<file path="config.mk">
export PLATFORM = sky130hd
export DESIGN_NAME = uart_rx
export DESIGN_NICKNAME = d
export VERILOG_FILES = /design/src/rtl/uart_pkg.sv /design/src/rtl/uart_rx_sampler.sv /design/src/rtl/uart_rx.sv
export SDC_FILE = /design/constraint.sdc
export NUM_CORES = 1
export LEC_CHECK = 0
export ABC_AREA = 1
export CAP_MARGIN = 20
export CORE_ASPECT_RATIO = 0.6
export CORE_MARGIN = 2
export CORE_UTILIZATION = 45
export DETAILED_ROUTE_END_ITERATION = 8
export SETUP_SLACK_MARGIN = 0.15
export SYNTH_ARGS = -nofsm -noshare
export SYNTH_HDL_FRONTEND = slang
export SYNTH_HIERARCHICAL = 1
export SYNTH_SLANG_ARGS = --single-unit
export TNS_END_PERCENT = 100
</file>
<file path="constraint.sdc">
create_clock -name clk -period 4.02 [get_ports clk]
set_clock_uncertainty 0.2 [all_clocks]
set_input_delay 0.804 -clock clk [delete_from_list [all_inputs] [get_ports clk]]
set_output_delay 0.804 -clock clk [all_outputs]
set_load 0.01 [all_outputs]
</file>
<file path="src/rtl/uart_pkg.sv">
// Shared UART definitions: FSM state encoding, parity-type constants and the default data width.
package uart_pkg;

    localparam int UART_DATA_WIDTH = 8;

    localparam logic PAR_EVEN = 1'b0;
    localparam logic PAR_ODD  = 1'b1;

    typedef enum logic [2:0] {
        ST_IDLE   = 3'd0,
        ST_START  = 3'd1,
        ST_DATA   = 3'd2,
        ST_PARITY = 3'd3,
        ST_STOP   = 3'd4
    } uart_state_e;

endpackage

</file>
<file path="src/rtl/uart_rx_sampler.sv">
// Per-bit edge counter plus 3-point mid-bit sampler with majority vote.
module uart_rx_sampler #(
    parameter int PRESCALE_W = 6
) (
    input  logic                  clk_i,
    input  logic                  rst_ni,
    input  logic                  rx_s_i,
    input  logic                  cnt_en_i,
    input  logic [PRESCALE_W-1:0] prescale_i,
    output logic                  bit_o,
    output logic                  sample_done_o,
    output logic                  bit_end_o
);

    logic [PRESCALE_W-1:0] edge_q, edge_d;
    logic                  s0_q, s0_d;
    logic                  s1_q, s1_d;
    logic [PRESCALE_W-1:0] half;

    assign half          = prescale_i >> 1;
    assign bit_end_o     = (edge_q == prescale_i - PRESCALE_W'(1));
    assign sample_done_o = (edge_q == half + PRESCALE_W'(1));
    assign bit_o         = (s0_q & s1_q) | (s0_q & rx_s_i) | (s1_q & rx_s_i);

    always_comb begin
        edge_d = '0;
        s0_d   = s0_q;
        s1_d   = s1_q;
        // Counter sits at 0 whenever the FSM is (or is about to be) idle.
        if (cnt_en_i && !bit_end_o) edge_d = edge_q + PRESCALE_W'(1);
        if (edge_q == half - PRESCALE_W'(1)) s0_d = rx_s_i;
        if (edge_q == half)                  s1_d = rx_s_i;
    end

    always_ff @(posedge clk_i) begin
        if (!rst_ni) begin
            edge_q <= '0;
            s0_q   <= 1'b1;
            s1_q   <= 1'b1;
        end else begin
            edge_q <= edge_d;
            s0_q   <= s0_d;
            s1_q   <= s1_d;
        end
    end

endmodule

</file>
<file path="src/rtl/uart_rx.sv">
// UART receiver: synchronizer, frame FSM, shift register, parity/stop checks and output strobes.
module uart_rx
    import uart_pkg::*;
#(
    parameter int DATA_WIDTH = UART_DATA_WIDTH,
    parameter int PRESCALE_W = 6
) (
    input  logic                  clk,
    input  logic                  rst,
    input  logic                  rx_in,
    input  logic [PRESCALE_W-1:0] prescale,
    input  logic                  par_en,
    input  logic                  par_typ,
    output logic [DATA_WIDTH-1:0] p_data,
    output logic                  data_valid,
    output logic                  par_err,
    output logic                  stp_err
);

    localparam int CNT_W = (DATA_WIDTH > 1) ? $clog2(DATA_WIDTH) : 1;

    uart_state_e           state_q, state_d;
    logic                  rx_meta_q, rx_s_q;
    logic [CNT_W-1:0]      bit_cnt_q, bit_cnt_d;
    logic [DATA_WIDTH-1:0] shift_q, shift_d;
    logic                  par_flag_q, par_flag_d;
    logic [PRESCALE_W-1:0] prescale_q, prescale_d;
    logic                  par_en_q, par_en_d;
    logic                  par_typ_q, par_typ_d;
    logic [DATA_WIDTH-1:0] p_data_q, p_data_d;
    logic                  dv_q, dv_d;
    logic                  perr_q, perr_d;
    logic                  serr_q, serr_d;

    logic bit_val, sample_done, bit_end, cnt_en;

    assign cnt_en = (state_d != ST_IDLE);

    uart_rx_sampler #(.PRESCALE_W(PRESCALE_W)) u_sampler (
        .clk_i         (clk),
        .rst_ni        (rst),
        .rx_s_i        (rx_s_q),
        .cnt_en_i      (cnt_en),
        .prescale_i    (prescale_q),
        .bit_o         (bit_val),
        .sample_done_o (sample_done),
        .bit_end_o     (bit_end)
    );

    always_comb begin
        state_d    = state_q;
        bit_cnt_d  = bit_cnt_q;
        shift_d    = shift_q;
        par_flag_d = par_flag_q;
        prescale_d = prescale_q;
        par_en_d   = par_en_q;
        par_typ_d  = par_typ_q;
        p_data_d   = p_data_q;
        dv_d       = 1'b0;
        perr_d     = 1'b0;
        serr_d     = 1'b0;
        unique case (state_q)
            ST_IDLE: begin
                // Frame config is frozen here so mid-frame changes cannot corrupt it.
                if (!rx_s_q) begin
                    state_d    = ST_START;
                    prescale_d = prescale;
                    par_en_d   = par_en;
                    par_typ_d  = par_typ;
                end
            end
            ST_START: begin
                if (sample_done && bit_val) begin
                    state_d = ST_IDLE;
                end else if (bit_end) begin
                    state_d    = ST_DATA;
                    bit_cnt_d  = '0;
                    par_flag_d = 1'b0;
                end
            end
            ST_DATA: begin
                if (sample_done) shift_d = {bit_val, shift_q[DATA_WIDTH-1:1]};
                if (bit_end) begin
                    if (bit_cnt_q == CNT_W'(DATA_WIDTH-1))
                        state_d = par_en_q ? ST_PARITY : ST_STOP;
                    else
                        bit_cnt_d = bit_cnt_q + CNT_W'(1);
                end
            end
            ST_PARITY: begin
                if (sample_done)
                    par_flag_d = (par_typ_q == PAR_ODD) ? ~(^{shift_q, bit_val})
                                                        :  (^{shift_q, bit_val});
                if (bit_end) state_d = ST_STOP;
            end
            ST_STOP: begin
                // Leave at mid-stop so a back-to-back start edge is not missed.
                if (sample_done) begin
                    state_d = ST_IDLE;
                    if (!bit_val) begin
                        serr_d = 1'b1;
                    end else if (par_flag_q) begin
                        perr_d = 1'b1;
                    end else begin
                        dv_d     = 1'b1;
                        p_data_d = shift_q;
                    end
                end
            end
            default: state_d = ST_IDLE;
        endcase
    end

    always_ff @(posedge clk) begin
        if (!rst) begin
            state_q    <= ST_IDLE;
            rx_meta_q  <= 1'b1;
            rx_s_q     <= 1'b1;
            bit_cnt_q  <= '0;
            shift_q    <= '0;
            par_flag_q <= 1'b0;
            prescale_q <= '0;
            par_en_q   <= 1'b0;
            par_typ_q  <= 1'b0;
            p_data_q   <= '0;
            dv_q       <= 1'b0;
            perr_q     <= 1'b0;
            serr_q     <= 1'b0;
        end else begin
            state_q    <= state_d;
            rx_meta_q  <= rx_in;
            rx_s_q     <= rx_meta_q;
            bit_cnt_q  <= bit_cnt_d;
            shift_q    <= shift_d;
            par_flag_q <= par_flag_d;
            prescale_q <= prescale_d;
            par_en_q   <= par_en_d;
            par_typ_q  <= par_typ_d;
            p_data_q   <= p_data_d;
            dv_q       <= dv_d;
            perr_q     <= perr_d;
            serr_q     <= serr_d;
        end
    end

    assign p_data     = p_data_q;
    assign data_valid = dv_q;
    assign par_err    = perr_q;
    assign stp_err    = serr_q;

endmodule

</file>
# [Yosys cells after proc, flatten, opt, wreduce, memory -nomap -nowiden]
# Cells that the tools add are included.
[word_totals] reg_bits=44 elab_cells=81
[op_classes] addsub=5 eq_ne=14 mux=22 bitwise=8 reduce_logical=16
[op_table] cell="2-to-1 mux 3 bit" count=12
[op_table] cell="== test 6 bit" count=3
[op_table] cell="one-hot mux 3 bit (5 select lines)" count=1
[op_table] cell="AND reduction 4 bit" count=3
[op_table] cell="parity 9 bit" count=1
[op_table] cell="2-to-1 mux 1 bit" count=7
[op_table] cell="adder 5 x 1 -> 6 bit (second input constant)" count=1
[op_table] cell="adder 6 x 1 -> 6 bit (second input constant)" count=1
[op_table] cell="== test 3 x 2 -> 1 bit (second input constant)" count=2
[op_table] cell="== test 3 bit (second input constant)" count=2
[op_table] cell="== test 6 x 5 -> 1 bit" count=1
[op_table] cell="!= test 2 bit (second input constant)" count=3
[op_table] cell="one-hot mux 3 bit (2 select lines)" count=1
[op_table] cell="AND reduction 2 bit" count=3
[op_table] cell="subtractor 5 x 1 -> 6 bit (second input constant)" count=1
[op_table] cell="subtractor 6 x 1 -> 6 bit (second input constant)" count=1
[op_table] cell="AND reduction 5 bit" count=1
[op_table] cell="!= test 2 x 1 -> 1 bit (second input constant)" count=2
[op_table] cell="nonzero test 2 bit" count=2
[op_table] cell="adder 3 x 1 -> 3 bit (second input constant)" count=1
[op_table] cell="bitwise AND 1 bit" count=3
[op_table] cell="== test 3 x 1 -> 1 bit (second input constant)" count=1
[op_table] cell="logical NOT 3 bit" count=1
[op_table] cell="NOT 1 bit" count=3
[op_table] cell="other kinds (6)" count=8

# [Logic depth before layout (Yosys ltp)]
[depth] word_depth=9 depth_mapped=20

# [Modules after synthesis]
# The synthesis kept the hierarchy.
[by_module_without_submodules] mod="uart_rx" n_inst=1 cells_each=225 area_each_um2=1616.6
[by_module_without_submodules] mod="uart_rx_sampler" n_inst=1 cells_each=158 area_each_um2=867.1

# [Worst setup path before layout]
# OpenSTA, ideal clock, no wires.
[synth_path] path_type="register -> register" startpoint="register prescale_q[2]" endpoint="register u_sampler.edge_q[0]" setup_time_ps=120 t_arrival_ps=2105 slack_ps=1595 stages_incl_launch_ff=21 period_less_slack_ps=2425 cell_sequence="dfxtp_1 > buf_4 > inv_1 > ha_1 > inv_1 > nand2_1 > nand2_1 > nor2_1 > o2111ai_1 > nor2_1 > nand2_1 > nand2_1 > nand2_1 > nand2_1 > nor2_1 > nor2_1 > nand3_1 > nand2_1 > inv_1 > nand2_1 > nor2_1"
[synth_via] elab_chain_cells=8 word_cells_on_any_way=15 classes_between="2 x add/sub; 2 x eq/ne; 6 x mux; 5 x reduce/logical"
[synth_lines] item="start, declared" line_no="uart_rx.sv:27" source="logic [PRESCALE_W-1:0] prescale_q, prescale_d;"
[synth_lines] item="start signal, assigned" line_no="uart_rx.sv:136" source="prescale_q <= prescale_d;"
[synth_lines] item="adder 5 x 1 -> 6 bit *" line_no="uart_rx_sampler.sv:22" source="assign sample_done_o = (edge_q == half + PRESCALE_W'(1));"
[synth_lines] item="== test 6 bit *" line_no="uart_rx_sampler.sv:22"
[synth_lines] item="via sample_done" line_no="uart_rx.sv:35" source="logic bit_val, sample_done, bit_end, cnt_en;"
[synth_lines] item="logical AND 1 bit" line_no="uart_rx.sv:73" source="if (sample_done && bit_val) begin"
[synth_lines] item="2-to-1 mux 3 bit" line_no="uart_rx.sv:73"
[synth_lines] item="one-hot mux 3 bit (5 select lines) *" line_no="uart_rx.sv:62" source="unique case (state_q)"
[synth_lines] item="nonzero test 3 bit *" line_no="uart_rx.sv:37" source="assign cnt_en = (state_d != ST_IDLE);"
[synth_lines] item="via cnt_en" line_no="uart_rx.sv:35"
[synth_lines] item="logical AND 1 bit *" line_no="uart_rx_sampler.sv:30" source="if (cnt_en_i && !bit_end_o) edge_d = edge_q + PRESCALE_W'(1);"
[synth_lines] item="AND reduction 2 bit (no line) *"
[synth_lines] item="end signal, assigned" line_no="uart_rx_sampler.sv:41" source="edge_q <= edge_d;"
[synth_lines] item="end, declared" line_no="uart_rx_sampler.sv:15" source="logic [PRESCALE_W-1:0] edge_q, edge_d;"
# The timed path passes the listed nets; every way through them passes the cells marked *.
# A chain may end at the register's enable or synchronous reset.

# [Worst setup path in the final report]
[layout_path] startpoint="register prescale_q[2]" endpoint="register u_sampler.edge_q[2]"
# The elaborated chain is that of the path after synthesis.

==> impl_results.md <==
- Status: finished clean
- Post-CTS Setup Inserts: 0
- Synth Register Bits: 44
- Max Clk Rate: 345 MHz
- Top-level port count: 22
- Root buffer selected by CTS: sky130_fd_sc_hd__clkbuf_8
- Starting density of the core: 47.9%
- Overall die width: 99.9 um
- Cell class contributing the biggest share of worst-path delay: simple AND/OR/NAND/NOR gates
- Detailed-placement wirelength estimate: 4490 um
- Clock tree from TritonCTS: done
- Worst-case reg-to-reg path depth: 19
- Via count: 2,322
- Category of the worst setup path capture point: register
- Antenna violations before repair: 0
- Worst vdd rail ir drop: 0.000164 V
- Drt wl/cell: 12.2 um
- Final-layout setup total negative slack: 0 ns
- Number of unique standard cell types used by synthesis: 31
- Number of gates resized after cts: 0
- Number of remaining DRC errors: 0
- CTS clk-pin slew, worst paths: 0.09 ns
- Power per standard cell area: 317 mW/mm2
- DIE HEIGHT: 61.5 um
- Cell count after synthesis: 383
- H-Tree Level Count: 2
- Drt total wl: 5790 um
- Avg Inst Size Synth: 6.48 um2
- Area of combinational cells with multiple inputs: 0.00137 mm2
- CTS sink cnt: 44
- Last weighted congestion value of the routability-driven placer: 0.976
- Ys Warns: 6
- Number of violations reported at the end of detailed-routing iteration 0: 192
- Instance count on the critical path: 19
- Fin. max-slew vios: 0
- Largest net degree at the start of global routing: 25
- Launch point of the critical path: prescale_q[2]
- Overall overflow remaining after global route: 0
- Fin. Hold Viols: 0
- Later-pin clock latency in the skew report: 0.30 ns
- Setup repair after global routing missed its margin: false
- Via count of the first global-routing pass: 1,924
- Final-stage net count: 424
- Nature of the critical path startpoint: register
- Number of nets produced by synthesis: 401
- Bufs and invs on worst path: 3
- Residual antenna-violating net count after detailed routing: 0
- Number of buffers on the longest clock path: 2
- N_diodes: 0
- Critical path cell sequence: inv_1 -> ha_1 -> inv_1 -> nand2_1 -> nand2_1 -> nor2_1 -> o2111ai_1 -> nor2_1 -> nand2_1 -> nand2_1 -> nand2_1 -> nand2_1 -> nor2_1 -> nor2_1 -> nand3_1 -> nand2_1 -> inv_1 -> nand2_1 -> nor2_1
- Worst Path Required: 4.01 ns
- Die Area: 0.00615 mm2
- Synth Cell Area: 0.00248 mm2
- Worst min-delay path category: reg2reg
- Flip-flop and latch area: 881 um2
- Crit path max-delay cell type: sky130_fd_sc_hd__dfxtp_1
- Headroom to the max-slew limit: 63.7%
- Worst-Margin Slew: 0.544 ns
- Port bufs: 21
- Crit path to: u_sampler/edge_q[2]
- Most common cell on crit path: sky130_fd_sc_hd__nand2_1
- Final min period: 2.90 ns
- Endpoint of the worst-slack reg-to-reg timing path: u_sampler/edge_q[2]
- Portion of the post-synthesis area used by sequential elements: 35.5%
- Max incr delay on CP: 0.53 ns
- Layout filler cell count: 543
- Arrival time reported for the critical path endpoint: 2.89 ns
- Kind of critical path: reg2reg
- Max Cap Violations: 0
- TritonRoute pass-1 iters: 6
- Number of buffers added to fix hold violations after cts: 0
- Count of endpoints failing setup in the final report: 0
- Critical R2R Launch: prescale_q[2]
- LEAKAGE: 1.24 nW
- CP Max Fanout: 9
- Drt via density: 4.91
- Final Cycle Share: 72.1%
- GRT Total Usage: 20.1%
- Synthesis-to-finish area growth: 15.4%
- Fraction of layout cells with a size suffix above 1: 5.90%
- Row Count: 20
- Hold Path Stages: 1
- TritonCTS buffer count: 5
- Register-to-register setup slack: 1.12 ns
- Area of the core: 0.00518 mm2
- Share of the core filled with cells: 55.3%
- First-pass GRT wire length: 9400 um
## routing by layer
| metal | up-vias | part of all wire, % | GRT usage, % |
|---|---|---|---|
| met5 | - | 0 | 0 |
| met4 | 0 | 0.33 | 4.11 |
| met3 | 2 | 9.3 | 6.58 |
| met2 | 76 | 33 | 24.0 |
| met1 | 993 | 57 | 32.9 |
| li1 | 1251 | - | - |
## cells by family after synthesis
| kind of cell | synth area share, % |
|---|---|
| adders and majority gates | 3.93 |
| AOI/OAI and AO/OA | 9.97 |
| DFF | 35.5 |
| and+or+nand+nor | 36.8 |
| xor gates and xnor gates | 4.58 |
| buffers and inverters | 9.22 |
## cell usage in the layout, fill, tap and decap left out, types with 7 or more instances in the layout
cell type	instances
sky130_fd_sc_hd__a21oi_1	23
sky130_fd_sc_hd__clkdlybuf4s50_1	21
sky130_fd_sc_hd__dfxtp_1	44
sky130_fd_sc_hd__ha_1	7
sky130_fd_sc_hd__inv_1	46
sky130_fd_sc_hd__nand2_1	104
sky130_fd_sc_hd__nand3_1	35
sky130_fd_sc_hd__nor2_1	57
sky130_fd_sc_hd__o21ai_0	18
sky130_fd_sc_hd__xnor2_1	8
## where the power goes
group          total [mW]  internal, mW  switching, mW
clock               0.349         0.187          0.162
combinational       0.104        0.0413         0.0624
sequential          0.455         0.444         0.0112
## through the flow
stage                     std cells  power [mW]  hold slack [ns]  setup slack [ns]  area (um2)
after CTS                       473       0.915            0.247              1.13        2870
final                           473       0.908            0.248              1.12        2870
after global routing            473       0.952            0.259             0.765        2870
after detailed placement        465       0.567            0.220              1.15        2750
after global placement          465       0.568            0.216              1.17        2750
after floorplan                 383       0.538            0.193              1.60        2480
## synthesized netlist by cell type (all sizes together)
master,count,share of area (%)
inv,50,7.7
nand2,107,17
xor2,5,1.8
nor4,2,0.50
a21oi,24,5.0
clkbuf,3,0.45
nand3,36,7.5
o21ai,23,4.6
o2111ai,1,0.35
or2,2,0.50
xnor2,8,2.8
buf,3,0.96
nor3,3,0.60
nand4,2,0.50
maj3,1,0.40
ha,7,3.5
clkinv,1,0.15
dfxtp,44,35
nor2,61,11
## flip-flops by register name (all words and copies together) (netlist names), 3 cells and up
signal	count
p_data	8
prescale_q	6
u_sampler/edge_q	6
shift_q	8
bit_cnt_q	3
state_q	3
## worst register-to-register path: cells and delay by family, from the launching register on
kind | cells | cell delay [ns]
DFF | 1 | 0.53
buffers and inverters | 3 | 0.20
AOI/OAI and AO/OA | 1 | 0.11
and+or+nand+nor | 14 | 1.45
adders and majority gates | 1 | 0.31
## cell type report
class                   instances  area share [%]
clock buffers                   5            2.40
clock inverters                 3            1.66
inverters                      51            6.77
multi-input cells             282            47.9
flip-flops and latches         44            30.7
well taps                      66            2.88
repair buffers                 22            7.60
## worst min path at each step
stage / to / from / slack [ns]
global route: rx_s_q / rx_meta_q / 0.26
floorplan: rx_s_q / rx_meta_q / 0.19
CTS: rx_s_q / rx_meta_q / 0.25
finish: rx_s_q / rx_meta_q / 0.25
detailed placement: rx_s_q / rx_meta_q / 0.22
global placement: rx_s_q / rx_meta_q / 0.22
(Power assumes the default switching activity.)
